--- src/rtl/alu_exec_stage_pkg.sv ---
// Shared Y86 execute-stage definitions: icodes, ALU functions, CC bit indices,
// relation codes, FSM state type and the branch/cmov condition evaluator.
package alu_exec_stage_pkg;

    localparam logic [3:0] I_HALT   = 4'h0;
    localparam logic [3:0] I_NOP    = 4'h1;
    localparam logic [3:0] I_RRMOVQ = 4'h2;
    localparam logic [3:0] I_CMOVXX = 4'h2;
    localparam logic [3:0] I_IRMOVQ = 4'h3;
    localparam logic [3:0] I_RMMOVQ = 4'h4;
    localparam logic [3:0] I_MRMOVQ = 4'h5;
    localparam logic [3:0] I_OPQ    = 4'h6;
    localparam logic [3:0] I_JXX    = 4'h7;
    localparam logic [3:0] I_CALL   = 4'h8;
    localparam logic [3:0] I_RET    = 4'h9;
    localparam logic [3:0] I_PUSHQ  = 4'hA;
    localparam logic [3:0] I_POPQ   = 4'hB;

    localparam logic [3:0] ALU_ADD = 4'h0;
    localparam logic [3:0] ALU_SUB = 4'h1;
    localparam logic [3:0] ALU_AND = 4'h2;
    localparam logic [3:0] ALU_XOR = 4'h3;
    localparam logic [3:0] ALU_MUL = 4'h4;

    // cc is packed as {OF,SF,ZF}
    localparam int CC_ZF = 0;
    localparam int CC_SF = 1;
    localparam int CC_OF = 2;
    localparam logic [2:0] CC_RESET = 3'b001;

    localparam logic [3:0] C_YES = 4'h0;
    localparam logic [3:0] C_LE  = 4'h1;
    localparam logic [3:0] C_L   = 4'h2;
    localparam logic [3:0] C_E   = 4'h3;
    localparam logic [3:0] C_NE  = 4'h4;
    localparam logic [3:0] C_GE  = 4'h5;
    localparam logic [3:0] C_G   = 4'h6;

    typedef enum logic [0:0] {
        ST_IDLE = 1'b0,
        ST_MUL  = 1'b1
    } state_t;

    function automatic logic cond_eval(input logic [3:0] fn, input logic [2:0] cc);
        logic zf;
        logic sf;
        logic of;
        logic res;
        zf = cc[CC_ZF];
        sf = cc[CC_SF];
        of = cc[CC_OF];
        case (fn)
            C_YES:   res = 1'b1;
            C_LE:    res = (sf ^ of) | zf;
            C_L:     res = sf ^ of;
            C_E:     res = zf;
            C_NE:    res = ~zf;
            C_GE:    res = ~(sf ^ of);
            C_G:     res = ~(sf ^ of) & ~zf;
            default: res = 1'b0;
        endcase
        return res;
    endfunction

endpackage

--- src/rtl/alu_exec_stage_if.sv ---
// Decode->execute->memory bus for alu_exec_stage, with debug visibility of the FSM state.
interface alu_exec_stage_if
    import alu_exec_stage_pkg::*;
#(
    parameter int DATA_WID = 64
);
    // Handshake: a transfer happens on a rising edge where valid & ready are both 1;
    // a producer holds valid and its payload stable until that edge, ready may toggle freely.
    logic                in_valid;
    logic                in_ready;
    logic [3:0]          icode;
    logic [3:0]          ifun;
    logic [DATA_WID-1:0] valA;
    logic [DATA_WID-1:0] valB;
    logic [DATA_WID-1:0] valC;
    logic                out_valid;
    logic                out_ready;
    logic [DATA_WID-1:0] valE;
    logic                cnd;
    logic [2:0]          cc;
    logic                busy;
    state_t              state_dbg;

    modport master (
        output in_valid, icode, ifun, valA, valB, valC, out_ready,
        input  in_ready, out_valid, valE, cnd, cc, busy, state_dbg
    );

    modport slave (
        input  in_valid, icode, ifun, valA, valB, valC, out_ready,
        output in_ready, out_valid, valE, cnd, cc, busy, state_dbg
    );

endinterface

--- src/rtl/alu_mul_iter.sv ---
// Iterative unsigned shift-add multiplier, one multiplier bit per cycle; built only
// when ALU_MUL_EN is defined. done pulses in the last step with product valid alongside.
`ifdef ALU_MUL_EN
module alu_mul_iter #(
    parameter int W = 64
) (
    input  logic           clk,
    input  logic           rst,
    input  logic           start,
    input  logic [W-1:0]   a,
    input  logic [W-1:0]   b,
    output logic           done,
    output logic [2*W-1:0] product
);
    localparam int CW = $clog2(W);

    logic           running;
    logic [CW-1:0]  cnt;
    logic [2*W-1:0] mcand;
    logic [2*W-1:0] acc;
    logic [W-1:0]   mplier;

    // product is the accumulator after the current step, so the final step's value is usable the same cycle
    assign product = acc + (mplier[0] ? mcand : '0);
    assign done    = running && (cnt == CW'(W - 1));

    always_ff @(posedge clk) begin
        if (rst) begin
            running <= 1'b0;
            cnt     <= '0;
            acc     <= '0;
            mcand   <= '0;
            mplier  <= '0;
        end else if (start) begin
            running <= 1'b1;
            cnt     <= '0;
            acc     <= '0;
            mcand   <= {{W{1'b0}}, a};
            mplier  <= b;
        end else if (running) begin
            acc    <= product;
            mcand  <= mcand << 1;
            mplier <= mplier >> 1;
            cnt    <= cnt + 1'b1;
            if (done) begin
                running <= 1'b0;
            end
        end
    end

endmodule
`endif

--- src/rtl/alu_exec_stage.sv ---
// Registered Y86 execute stage: operand select, ALU, condition codes and cnd.
// Optional iterative MUL (OP ifun=4) is enabled by defining ALU_MUL_EN.
module alu_exec_stage
    import alu_exec_stage_pkg::*;
#(
    parameter int DATA_WID   = 64,
    parameter int STACK_STEP = 8
) (
    input logic             clk,
    input logic             rst,
    alu_exec_stage_if.slave bus
);
`ifdef ALU_MUL_EN
    localparam bit MUL_EN = 1'b1;
`else
    localparam bit MUL_EN = 1'b0;
`endif
    localparam int         M      = DATA_WID - 1;
    localparam logic [3:0] FN_MAX = MUL_EN ? ALU_MUL : ALU_XOR;

    state_t              state_q;
    state_t              state_d;
    logic                out_valid_q;
    logic [DATA_WID-1:0] valE_q;
    logic                cnd_q;
    logic [2:0]          cc_q;

    logic                in_ready;
    logic                accept;
    logic                is_op;
    logic                op_bad;
    logic                is_mul_op;
    logic                mul_start;
    logic                mul_done;
    logic [2*DATA_WID-1:0] mul_prod;
    logic [DATA_WID-1:0] alu_a;
    logic [DATA_WID-1:0] alu_b;
    logic [DATA_WID-1:0] alu_r;
    logic [3:0]          alufun;
    logic                alu_of;
    logic [2:0]          cc_new;
    logic                cnd_new;
    logic [DATA_WID-1:0] mul_lo;
    logic [2:0]          mul_cc;

    assign in_ready  = (state_q == ST_IDLE) && (!out_valid_q || bus.out_ready);
    assign accept    = bus.in_valid && in_ready;
    assign is_op     = (bus.icode == I_OPQ);
    assign op_bad    = is_op && (bus.ifun > FN_MAX);
    assign is_mul_op = MUL_EN && is_op && (bus.ifun == ALU_MUL);
    assign mul_start = accept && is_mul_op;

    always_comb begin
        alu_a = '0;
        case (bus.icode)
            I_OPQ, I_RRMOVQ:                  alu_a = bus.valA;
            I_IRMOVQ, I_RMMOVQ, I_MRMOVQ:     alu_a = bus.valC;
            I_PUSHQ, I_POPQ, I_CALL, I_RET:   alu_a = DATA_WID'(STACK_STEP);
            I_HALT, I_NOP, I_JXX:             alu_a = '0;
            default:                          alu_a = '0;
        endcase
    end

    always_comb begin
        alu_b = '0;
        case (bus.icode)
            I_OPQ, I_RMMOVQ, I_MRMOVQ, I_PUSHQ, I_POPQ, I_CALL, I_RET: alu_b = bus.valB;
            default:                                                  alu_b = '0;
        endcase
    end

    always_comb begin
        alufun = ALU_ADD;
        if (bus.icode == I_PUSHQ || bus.icode == I_CALL) begin
            alufun = ALU_SUB;
        end else if (is_op) begin
            alufun = bus.ifun;
        end
    end

    // SUB is B-A, matching the Y86 convention that subq rA,rB writes rB-rA
    always_comb begin
        alu_r  = '0;
        alu_of = 1'b0;
        case (alufun)
            ALU_ADD: begin
                alu_r  = alu_b + alu_a;
                alu_of = (alu_a[M] == alu_b[M]) && (alu_r[M] != alu_a[M]);
            end
            ALU_SUB: begin
                alu_r  = alu_b - alu_a;
                alu_of = (alu_a[M] != alu_b[M]) && (alu_r[M] != alu_b[M]);
            end
            ALU_AND: alu_r = alu_a & alu_b;
            ALU_XOR: alu_r = alu_a ^ alu_b;
            default: alu_r = '0;
        endcase
        if (op_bad) begin
            alu_r  = '0;
            alu_of = 1'b0;
        end
    end

    always_comb begin
        cc_new        = '0;
        cc_new[CC_ZF] = (alu_r == '0);
        cc_new[CC_SF] = alu_r[M];
        cc_new[CC_OF] = alu_of;
    end

    // cnd reads the registered flags, so a JXX right after an OP sees that OP's result
    assign cnd_new = (bus.icode == I_JXX || bus.icode == I_CMOVXX) ? cond_eval(bus.ifun, cc_q) : 1'b1;

`ifdef ALU_MUL_EN
    alu_mul_iter #(
        .W(DATA_WID)
    ) u_mul (
        .clk     (clk),
        .rst     (rst),
        .start   (mul_start),
        .a       (alu_a),
        .b       (alu_b),
        .done    (mul_done),
        .product (mul_prod)
    );
`else
    assign mul_done = 1'b0;
    assign mul_prod = '0;
`endif

    assign mul_lo = mul_prod[DATA_WID-1:0];

    always_comb begin
        mul_cc        = '0;
        mul_cc[CC_ZF] = (mul_lo == '0);
        mul_cc[CC_SF] = mul_lo[M];
        mul_cc[CC_OF] = |mul_prod[2*DATA_WID-1:DATA_WID];
    end

    always_comb begin
        state_d = state_q;
        case (state_q)
            ST_IDLE: if (mul_start) state_d = ST_MUL;
            ST_MUL:  if (mul_done)  state_d = ST_IDLE;
            default: state_d = ST_IDLE;
        endcase
    end

    always_ff @(posedge clk) begin
        if (rst) begin
            state_q <= ST_IDLE;
        end else begin
            state_q <= state_d;
        end
    end

    always_ff @(posedge clk) begin
        if (rst) begin
            out_valid_q <= 1'b0;
            valE_q      <= '0;
            cnd_q       <= 1'b0;
            cc_q        <= CC_RESET;
        end else if (accept && !is_mul_op) begin
            out_valid_q <= 1'b1;
            valE_q      <= alu_r;
            cnd_q       <= cnd_new;
            if (is_op && !op_bad) begin
                cc_q <= cc_new;
            end
        end else if (mul_done) begin
            out_valid_q <= 1'b1;
            valE_q      <= mul_lo;
            cnd_q       <= 1'b1;
            cc_q        <= mul_cc;
        end else if (bus.out_ready) begin
            out_valid_q <= 1'b0;
        end
    end

    assign bus.in_ready  = in_ready;
    assign bus.out_valid = out_valid_q;
    assign bus.valE      = valE_q;
    assign bus.cnd       = cnd_q;
    assign bus.cc        = cc_q;
    assign bus.busy      = (state_q == ST_MUL);
    assign bus.state_dbg = state_q;

endmodule

--- src/flat_wrapper.sv ---
// flat-port wrapper written by rule: the top's interface ports become plain ports
module alu_exec_stage_flat import alu_exec_stage_pkg::*;
#(
    parameter int DATA_WID   = 64,
    parameter int STACK_STEP = 8
)
  (clk, rst, bus_in_valid, bus_icode, bus_ifun, bus_valA, bus_valB, bus_valC, bus_out_ready, bus_in_ready, bus_out_valid, bus_valE, bus_cnd, bus_cc, bus_busy, bus_state_dbg);
  alu_exec_stage_if #(.DATA_WID(DATA_WID)) bus_i ();
  input logic clk;
  input logic rst;
  input wire logic [$bits(bus_i.in_valid)-1:0] bus_in_valid;
  input wire logic [$bits(bus_i.icode)-1:0] bus_icode;
  input wire logic [$bits(bus_i.ifun)-1:0] bus_ifun;
  input wire logic [$bits(bus_i.valA)-1:0] bus_valA;
  input wire logic [$bits(bus_i.valB)-1:0] bus_valB;
  input wire logic [$bits(bus_i.valC)-1:0] bus_valC;
  input wire logic [$bits(bus_i.out_ready)-1:0] bus_out_ready;
  output wire logic [$bits(bus_i.in_ready)-1:0] bus_in_ready;
  output wire logic [$bits(bus_i.out_valid)-1:0] bus_out_valid;
  output wire logic [$bits(bus_i.valE)-1:0] bus_valE;
  output wire logic [$bits(bus_i.cnd)-1:0] bus_cnd;
  output wire logic [$bits(bus_i.cc)-1:0] bus_cc;
  output wire logic [$bits(bus_i.busy)-1:0] bus_busy;
  output wire logic [$bits(bus_i.state_dbg)-1:0] bus_state_dbg;
  assign bus_i.in_valid = bus_in_valid;
  assign bus_i.icode = bus_icode;
  assign bus_i.ifun = bus_ifun;
  assign bus_i.valA = bus_valA;
  assign bus_i.valB = bus_valB;
  assign bus_i.valC = bus_valC;
  assign bus_i.out_ready = bus_out_ready;
  assign bus_in_ready = bus_i.in_ready;
  assign bus_out_valid = bus_i.out_valid;
  assign bus_valE = bus_i.valE;
  assign bus_cnd = bus_i.cnd;
  assign bus_cc = bus_i.cc;
  assign bus_busy = bus_i.busy;
  assign bus_state_dbg = bus_i.state_dbg;
  alu_exec_stage #(.DATA_WID(DATA_WID), .STACK_STEP(STACK_STEP)) u_core (.clk(clk), .rst(rst), .bus(bus_i));
endmodule
--- config.mk ---
export PLATFORM = sky130hd
export DESIGN_NAME = alu_exec_stage_flat
export DESIGN_NICKNAME = d
export VERILOG_FILES = /design/src/rtl/alu_exec_stage_pkg.sv /design/src/rtl/alu_exec_stage_if.sv /design/src/rtl/alu_mul_iter.sv /design/src/rtl/alu_exec_stage.sv /design/src/flat_wrapper.sv
export SDC_FILE = /design/constraint.sdc
export NUM_CORES = 1
export LEC_CHECK = 0
export ABC_AREA = 1
export BUFFER_PORTS_ARGS = -buffer_cell sky130_fd_sc_hd__buf_2
export CAP_MARGIN = 30
export CORE_ASPECT_RATIO = 1.5
export CORE_UTILIZATION = 25
export CTS_CLUSTER_SIZE = 25
export DETAILED_ROUTE_END_ITERATION = 6
export PLACE_DENSITY_LB_ADDON = 0.2
export SLEW_MARGIN = 15
export SYNTH_ARGS = -nofsm -noshare
export SYNTH_HDL_FRONTEND = slang
export SYNTH_SLANG_ARGS = --single-unit
--- constraint.sdc ---
create_clock -name clk -period 10.6 [get_ports clk]
set_clock_uncertainty 0.15 [all_clocks]
set_input_delay 3.18 -clock clk [delete_from_list [all_inputs] [get_ports clk]]
set_output_delay 3.18 -clock clk [all_outputs]
set_load 0.05 [all_outputs]
==> Word level (Yosys, flattened, before mapping) <==
Cells that the tools add are included.
Widths: inputs -> output; s select.
{ "word_totals": {"reg_bits": 70, "in_bits": 204, "wordCells": 72} }
{ "classes": {"eq_ne": 23, "magnitude_cmp": 1, "muxes": 13, "n_addsub": 2, "n_reduce_logical": 20, "bitwise": 8} }
{ "op_table": {"columns": ["cell", "count"], "rows": [
  ["$pmux 64 s4", 1],
  ["$pmux 64 s3", 1],
  ["$mux 64", 2],
  ["$add 64x64->64", 1],
  ["$and 64x64->64", 1],
  ["$logic_not 64->1", 1],
  ["$sub 64x64->64", 1],
  ["$xor 64x64->64", 1],
  ["$eq 4x3->1 const B", 7],
  ["$eq 4x2->1 const B", 6],
  ["$eq 4x4->1 const B", 4],
  ["$eq 4x1->1 const B", 2],
  ["$logic_not 4->1", 2],
  ["$mux 4", 2],
  ["$pmux 1 s7", 1],
  ["$reduce_or 7->1", 1],
  ["$logic_and 1x1->1", 6],
  ["$gt 4x2->1 const B", 1],
  ["$mux 1", 4],
  ["$pmux 1 s2", 2],
  ["$reduce_or 4->1", 1],
  ["$logic_or 1x1->1", 3],
  ["$ne 1x1->1", 3],
  ["$not 1->1", 3],
  ["other kinds (9)", 10]
]} }

==> Longest topological paths before layout <==
{ "depth": {"ltp_word": 8, "ltp_mapped": 30, "mapped_depth_nobuf": 28} }

==> Worst setup path before layout <==
OpenSTA, ideal clock, no wires.
{ "synth_timing": {"kind": "in2out", "startpoint": "input bus_out_ready", "endpoint": "output bus_in_ready", "path_slack_ns": 3.709, "arrival_time_ns": 3.561, "n_path_buf": 0, "stages": 2, "cell_sequence": "inv_1 > nand2_1"} }
{ "synth_via": {"elab_chain_len": 2} }
{ "synth_rtl": {"columns": ["item", "line", "source"], "rows": [
  ["start: declaration", "flat_wrapper.sv:17", "input wire logic [$bits(bus_i.out_ready)-1:0] bus_out_ready;"],
  ["$logic_or 1x1->1", "alu_exec_stage.sv:46", "assign in_ready = (state_q == ST_IDLE) && (!out_valid_q || bus.out_ready);"],
  ["$logic_and 1x1->1", "alu_exec_stage.sv:46", null],
  ["end: declaration", "flat_wrapper.sv:18", "output wire logic [$bits(bus_i.in_ready)-1:0] bus_in_ready;"]
]} }
Every way passes these cells.

==> Worst setup path in the final report <==
{ "layout_timing": {"startpoint": "input bus_icode[3]", "endpoint": "register u_core.cc_q[0], in the netlist u_core.bus.cc[0]"} }
{ "layout_via": {"elab_chain_len": 7} }
{ "layout_rtl": {"columns": ["item", "line", "source"], "rows": [
  ["start: declaration", "flat_wrapper.sv:12", "input wire logic [$bits(bus_i.icode)-1:0] bus_icode;"],
  ["$eq 4x4->1, or another cell as far along", "alu_exec_stage.sv:55, alu_exec_stage.sv:66", null],
  ["$reduce_or 4->1, or another cell as far along", "alu_exec_stage.sv:55", "case (bus.icode)"],
  ["$pmux 64 s3, or another cell as far along", "alu_exec_stage.sv:55", null],
  ["$sub 64x64->64, or another cell as far along", "alu_exec_stage.sv:91", "alu_r = alu_b - alu_a;"],
  ["$pmux 64 s4", "alu_exec_stage.sv:85", "case (alufun)"],
  ["$mux 64", "alu_exec_stage.sv:98", "if (op_bad) begin"],
  ["$logic_not 64->1", "alu_exec_stage.sv:106", "cc_new[CC_ZF] = (alu_r == '0);"],
  ["end signal: assignment", "alu_exec_stage.sv:168", "cc_q <= cc_new;"],
  ["end signal: assignment", "alu_exec_stage.sv:174", "cc_q <= mul_cc;"],
  ["end: declaration", "alu_exec_stage.sv:26", "logic [2:0] cc_q;"]
]} }
Several ways; a longest one is shown, not always the timed one.
A chain may end at the register's enable or synchronous reset.

==> results_tabular.tex <==
\begin{tabular}{lr}
\hline
Metric & Value \\
\hline
\multicolumn{2}{l}{\textbf{Outcome}} \\
\quad Outcome & finished clean \\
\multicolumn{2}{l}{\textbf{Logic synthesis}} \\
\quad Netlist area before placement & between 15000 and 20000 um2 \\
\quad EDFF count, synth & 0 \\
\quad Post-synthesis async set-or-reset flop share & 0\% \\
\quad Cells after Synth & 3537 \\
\quad Avg Inst Size Synth & around 4.9 um2 \\
\quad Warnings from Yosys & 0 \\
\quad Library cells used by synthesis & between 50 and 60 \\
\quad Predominant post-synthesis flop cell & sky130\_fd\_sc\_hd\_\_dfxtp\_1 \\
\quad Sequential element share of the synthesized area & under 10\% \\
\quad Flip-flop and latch count after synthesis & $\sim$70 \\
\multicolumn{2}{l}{\textbf{Placement}} \\
\quad Post-Place Cells & 4597 \\
\quad I/O Buffers & 273 \\
\quad Pre-CTS WS & about 2500 ps \\
\quad Final HPWL DP & 81.20 mm \\
\quad Routability Congestion & a little over 1 \\
\multicolumn{2}{l}{\textbf{Routing}} \\
\quad Residual DRC & 0 \\
\quad Post-DR vias/cell & approximately 4.7 \\
\quad Vias & 21780 \\
\quad WL final & between 90 and 100 mm \\
\quad Drt initial violations & 1440 \\
\quad First-pass iteration count of the detailed router & 6 \\
\quad Final antenna-violating net count & 0 \\
\quad Routed length per instance & 20.38 um \\
\multicolumn{2}{l}{\textbf{Final layout}} \\
\quad Total of fill cells in the finished design & $\sim$8400 \\
\quad Final cell count without fillers & roughly 4600 \\
\quad Share of layout cells above drive strength 1 & around a tenth \\
\quad Number of nets in the layout & between 4000 and 5000 \\
\quad Area growth syn-to-layout & 13.36\% \\
\multicolumn{2}{l}{\textbf{Critical path}} \\
\quad Required @ worst endpoint & 10730 ps \\
\quad CP Launch Type & input port \\
\quad Setup crit end kind & flip-flop \\
\quad Setup Crit Path Kind & input port to flip-flop \\
\quad Reg-to-reg setup timing slack & between 8000 and 9000 ps \\
\quad Startpoint of the most critical register-to-register path & u\_core.bus.out\_valid \\
\quad Arrival time worst endpoint & approximately 7900 ps \\
\quad CP Max Fanout & 50 \\
\quad Worst setup path startpoint & bus\_icode[3] \\
\multicolumn{2}{l}{\textbf{Timing}} \\
\quad Relative slew margins & 37.68\% \\
\quad Total count of max-transition violations in the final report & 0 \\
\quad Total setup violations reported at the end of the flow & 0 \\
\quad Post-route fraction of the period consumed by the critical path & 73.20\% \\
\quad Final Hold Viols & 0 \\
\quad Unrepaired setup endpoints after global routing & false \\
\quad Hold\_ws & $\sim$350 ps \\
\quad Shortest clock period the worst path allows after layout & approximately 7800 ps \\
\quad Achievable clock frequency & about 130 MHz \\
\quad Transition at the pin with the smallest max-transition slack & 925.0 ps \\
\quad Final worst slack & approximately 2800 ps \\
\quad Setup Total Neg Slack & 0 ps \\
\multicolumn{2}{l}{\textbf{GRT}} \\
\quad Remaining global-route overflow & 0 \\
\quad Via count of the first global-routing pass & between 20000 and 25000 \\
\quad Overall global routing resource usage & 26.22\% \\
\quad Antenna violations before repair & 1 \\
\quad First-pass GRT wire length & between 100 and 150 mm \\
\quad Largest net degree at the start of global routing & 84 \\
\multicolumn{2}{l}{\textbf{Clocking}} \\
\quad CTS root buffer & sky130\_fd\_sc\_hd\_\_clkbuf\_16 \\
\quad Clock tree from TritonCTS & built \\
\quad CTS Buf Count & 9 \\
\quad Clock sink total & between 60 and 70 \\
\quad Insertion delay to the later sink of the worst-skew pair & approximately 330 ps \\
\quad Count of instances resized after the clock tree is built & 0 \\
\quad Setup repair bufs after CTS & 0 \\
\quad H-tree depth & 3 \\
\quad Clk pin slew, worst setup/hold paths & roughly 60 ps \\
\quad CTS Hold Bufs & 0 \\
\quad CTS max path bufs & 2 \\
\multicolumn{2}{l}{\textbf{Power and ir drop}} \\
\quad Sum of internal, switching and leakage power & 0.001820 W \\
\quad Peak ir drop on the vdd network & between 0.00008 and 0.00009 V \\
\quad Static leakage power & 12.33 nW \\
\quad Power density over the cells & 91.97 nW/um2 \\
\multicolumn{2}{l}{\textbf{Min path}} \\
\quad Startpoint of the tightest hold check path & u\_core.bus.valE[22] \\
\quad Worst hold path type & flip-flop to flip-flop \\
\multicolumn{2}{l}{\textbf{Floorplanning}} \\
\quad Die Footprint & between 70000 and 80000 um2 \\
\quad Starting density of the core & about 25\% \\
\quad DIE HEIGHT & approximately 330 um \\
\quad Area of the core region & $\sim$70000 um2 \\
\quad Number of I/O pins & between 200 and 300 \\
\quad Number of standard-cell rows in the floorplan & roughly 120 \\
\quad Die width & around 220 um \\
\multicolumn{2}{l}{\textbf{Run}} \\
\quad Maximum capacitance violations & 0 \\
\hline
\end{tabular}
==> layout make-up <==
cell class | instances | area (um2) | share of cell area (%)
multi-input combinational | 2534 | 12390 | 62.60
inverter | 811 | 3047 | 15.40
timing repair buffer | 284 | 1504 | 7.602
sequential | 69 | 1381 | 6.982
tap | 900 | 1126 | 5.692
clock buffer | 11 | 252.7 | 1.278
clock inverter | 5 | 82.58 | 0.4174
antenna | 2 | 5.005 | 0.02530
==> layer usage <==
layer,vias to the layer above,routed length (um),track usage [%]
met1,9736,32220,24.73
li1,11140,-,-
met5,-,0,0
met2,648,49140,50.71
met3,250,3155,1.765
met4,0,9574,22.09
==> through the flow <==
stage          cell area [um2]  util (%)
3_3_place_gp             19410     28.09
3_5_place_dp             19440     28.13
5_1_grt                  19780     28.63
2_1_floorplan            17460         -
4_1_cts                  19770     28.62
6_report                 19780     28.63
==> worst paths after layout <==
| check | endpoint | cells past startpoint |
|---|---|---|
| worst max-delay path | u_core.bus.cc[0] | 25 |
| worst min-delay path | u_core.bus.valE[22] | 2 |
| worst max register to register | u_core.bus.valE[52] | 8 |
| worst min register to register | u_core.bus.valE[22] | 2 |
==> synthesized netlist by cell type (18+ instances only) <==
library cell	number	area share [%]
sky130_fd_sc_hd__nand4_1	37	1.3
sky130_fd_sc_hd__inv_1	802	17
sky130_fd_sc_hd__nand2_1	1136	24
sky130_fd_sc_hd__dfxtp_1	69	7.9
sky130_fd_sc_hd__o21ai_0	102	2.9
sky130_fd_sc_hd__nor3_1	31	0.89
sky130_fd_sc_hd__a22oi_1	62	2.7
sky130_fd_sc_hd__buf_4	20	0.86
sky130_fd_sc_hd__nor2_2	18	0.65
sky130_fd_sc_hd__nand3_1	277	7.9
sky130_fd_sc_hd__o211ai_1	27	1.2
sky130_fd_sc_hd__a21oi_1	116	3.3
sky130_fd_sc_hd__buf_2	51	1.5
sky130_fd_sc_hd__ha_1	127	9.1
sky130_fd_sc_hd__o22ai_1	55	2.0
sky130_fd_sc_hd__clkbuf_1	37	0.80
sky130_fd_sc_hd__nor2_1	444	9.5
==> critical path, cell delays in order <==
cell and delay (ps):
sky130_fd_sc_hd__buf_2 130, sky130_fd_sc_hd__inv_2 90, sky130_fd_sc_hd__nand2_2 100, sky130_fd_sc_hd__o22ai_4 470, sky130_fd_sc_hd__buf_12 300, sky130_fd_sc_hd__a22oi_1 150, sky130_fd_sc_hd__ha_1 700, sky130_fd_sc_hd__nand2_1 310
sky130_fd_sc_hd__nor2_1 230, sky130_fd_sc_hd__inv_1 90, sky130_fd_sc_hd__nor3_1 220, sky130_fd_sc_hd__nand2_1 110, sky130_fd_sc_hd__nand2_1 150, sky130_fd_sc_hd__inv_1 70, sky130_fd_sc_hd__nand2_1 240, sky130_fd_sc_hd__nand2_1 230
sky130_fd_sc_hd__nand3_1 150, sky130_fd_sc_hd__nand3_1 100, sky130_fd_sc_hd__nor2_1 250, sky130_fd_sc_hd__nand2_1 100, sky130_fd_sc_hd__nor2_1 180, sky130_fd_sc_hd__nand2_1 80, sky130_fd_sc_hd__nor2_1 80, sky130_fd_sc_hd__nand2_1 70
sky130_fd_sc_hd__nand2_1 50
==> cell usage in the layout, fill, tap and decap left out, types with 3 or more instances in the layout <==
cell,instances
sky130_fd_sc_hd__o21ai_0,102
sky130_fd_sc_hd__o21bai_1,12
sky130_fd_sc_hd__nand3_1,277
sky130_fd_sc_hd__nand3_2,5
sky130_fd_sc_hd__or2_0,4
sky130_fd_sc_hd__and2_1,3
sky130_fd_sc_hd__o21ai_1,3
sky130_fd_sc_hd__xor2_1,6
sky130_fd_sc_hd__o22ai_1,54
sky130_fd_sc_hd__nor2_4,9
sky130_fd_sc_hd__nor3_1,31
sky130_fd_sc_hd__nand2_2,13
sky130_fd_sc_hd__nor4_1,3
sky130_fd_sc_hd__buf_4,6
sky130_fd_sc_hd__a22oi_1,62
sky130_fd_sc_hd__nand2_4,4
sky130_fd_sc_hd__ha_1,127
sky130_fd_sc_hd__nand3b_1,15
sky130_fd_sc_hd__nor2_2,18
sky130_fd_sc_hd__inv_2,8
sky130_fd_sc_hd__clkbuf_16,9
sky130_fd_sc_hd__nor2_1,443
sky130_fd_sc_hd__buf_12,3
sky130_fd_sc_hd__nand2_1,1135
sky130_fd_sc_hd__o211ai_1,27
sky130_fd_sc_hd__nor3_2,3
sky130_fd_sc_hd__dfxtp_1,69
sky130_fd_sc_hd__buf_2,274
sky130_fd_sc_hd__nand4_1,37
sky130_fd_sc_hd__a21oi_1,115
sky130_fd_sc_hd__inv_1,801
==> sequential cells by signal (all words and copies together), names as in the netlist <==
signal	flops
u_core.bus.valE	64
u_core.bus.cc	3
u_core.bus.cnd	1
u_core.bus.out_valid	1
==> where the power goes <==
group / internal (W) / switching, W / total (W)
Sequential: 0.000283 / 0.0000151 / 0.000298
Combinational: 0.000310 / 0.000876 / 0.00119
Clock: 0.000219 / 0.000116 / 0.000336
Total: 0.000812 / 0.00101 / 0.00182
==> cells by family after synthesis <==
logic type,count (synthesis),synth area share [%]
other,1,0.02149
and+or+nand+nor,2006,47.74
adders and majority gates,129,9.334
DFF,69,7.915
buffers and inverters,935,21.37
xor gates and xnor gates,7,0.3513
AOI/OAI and AO/OA,390,13.27
Note: power is estimated with default switching activity, not from simulation.
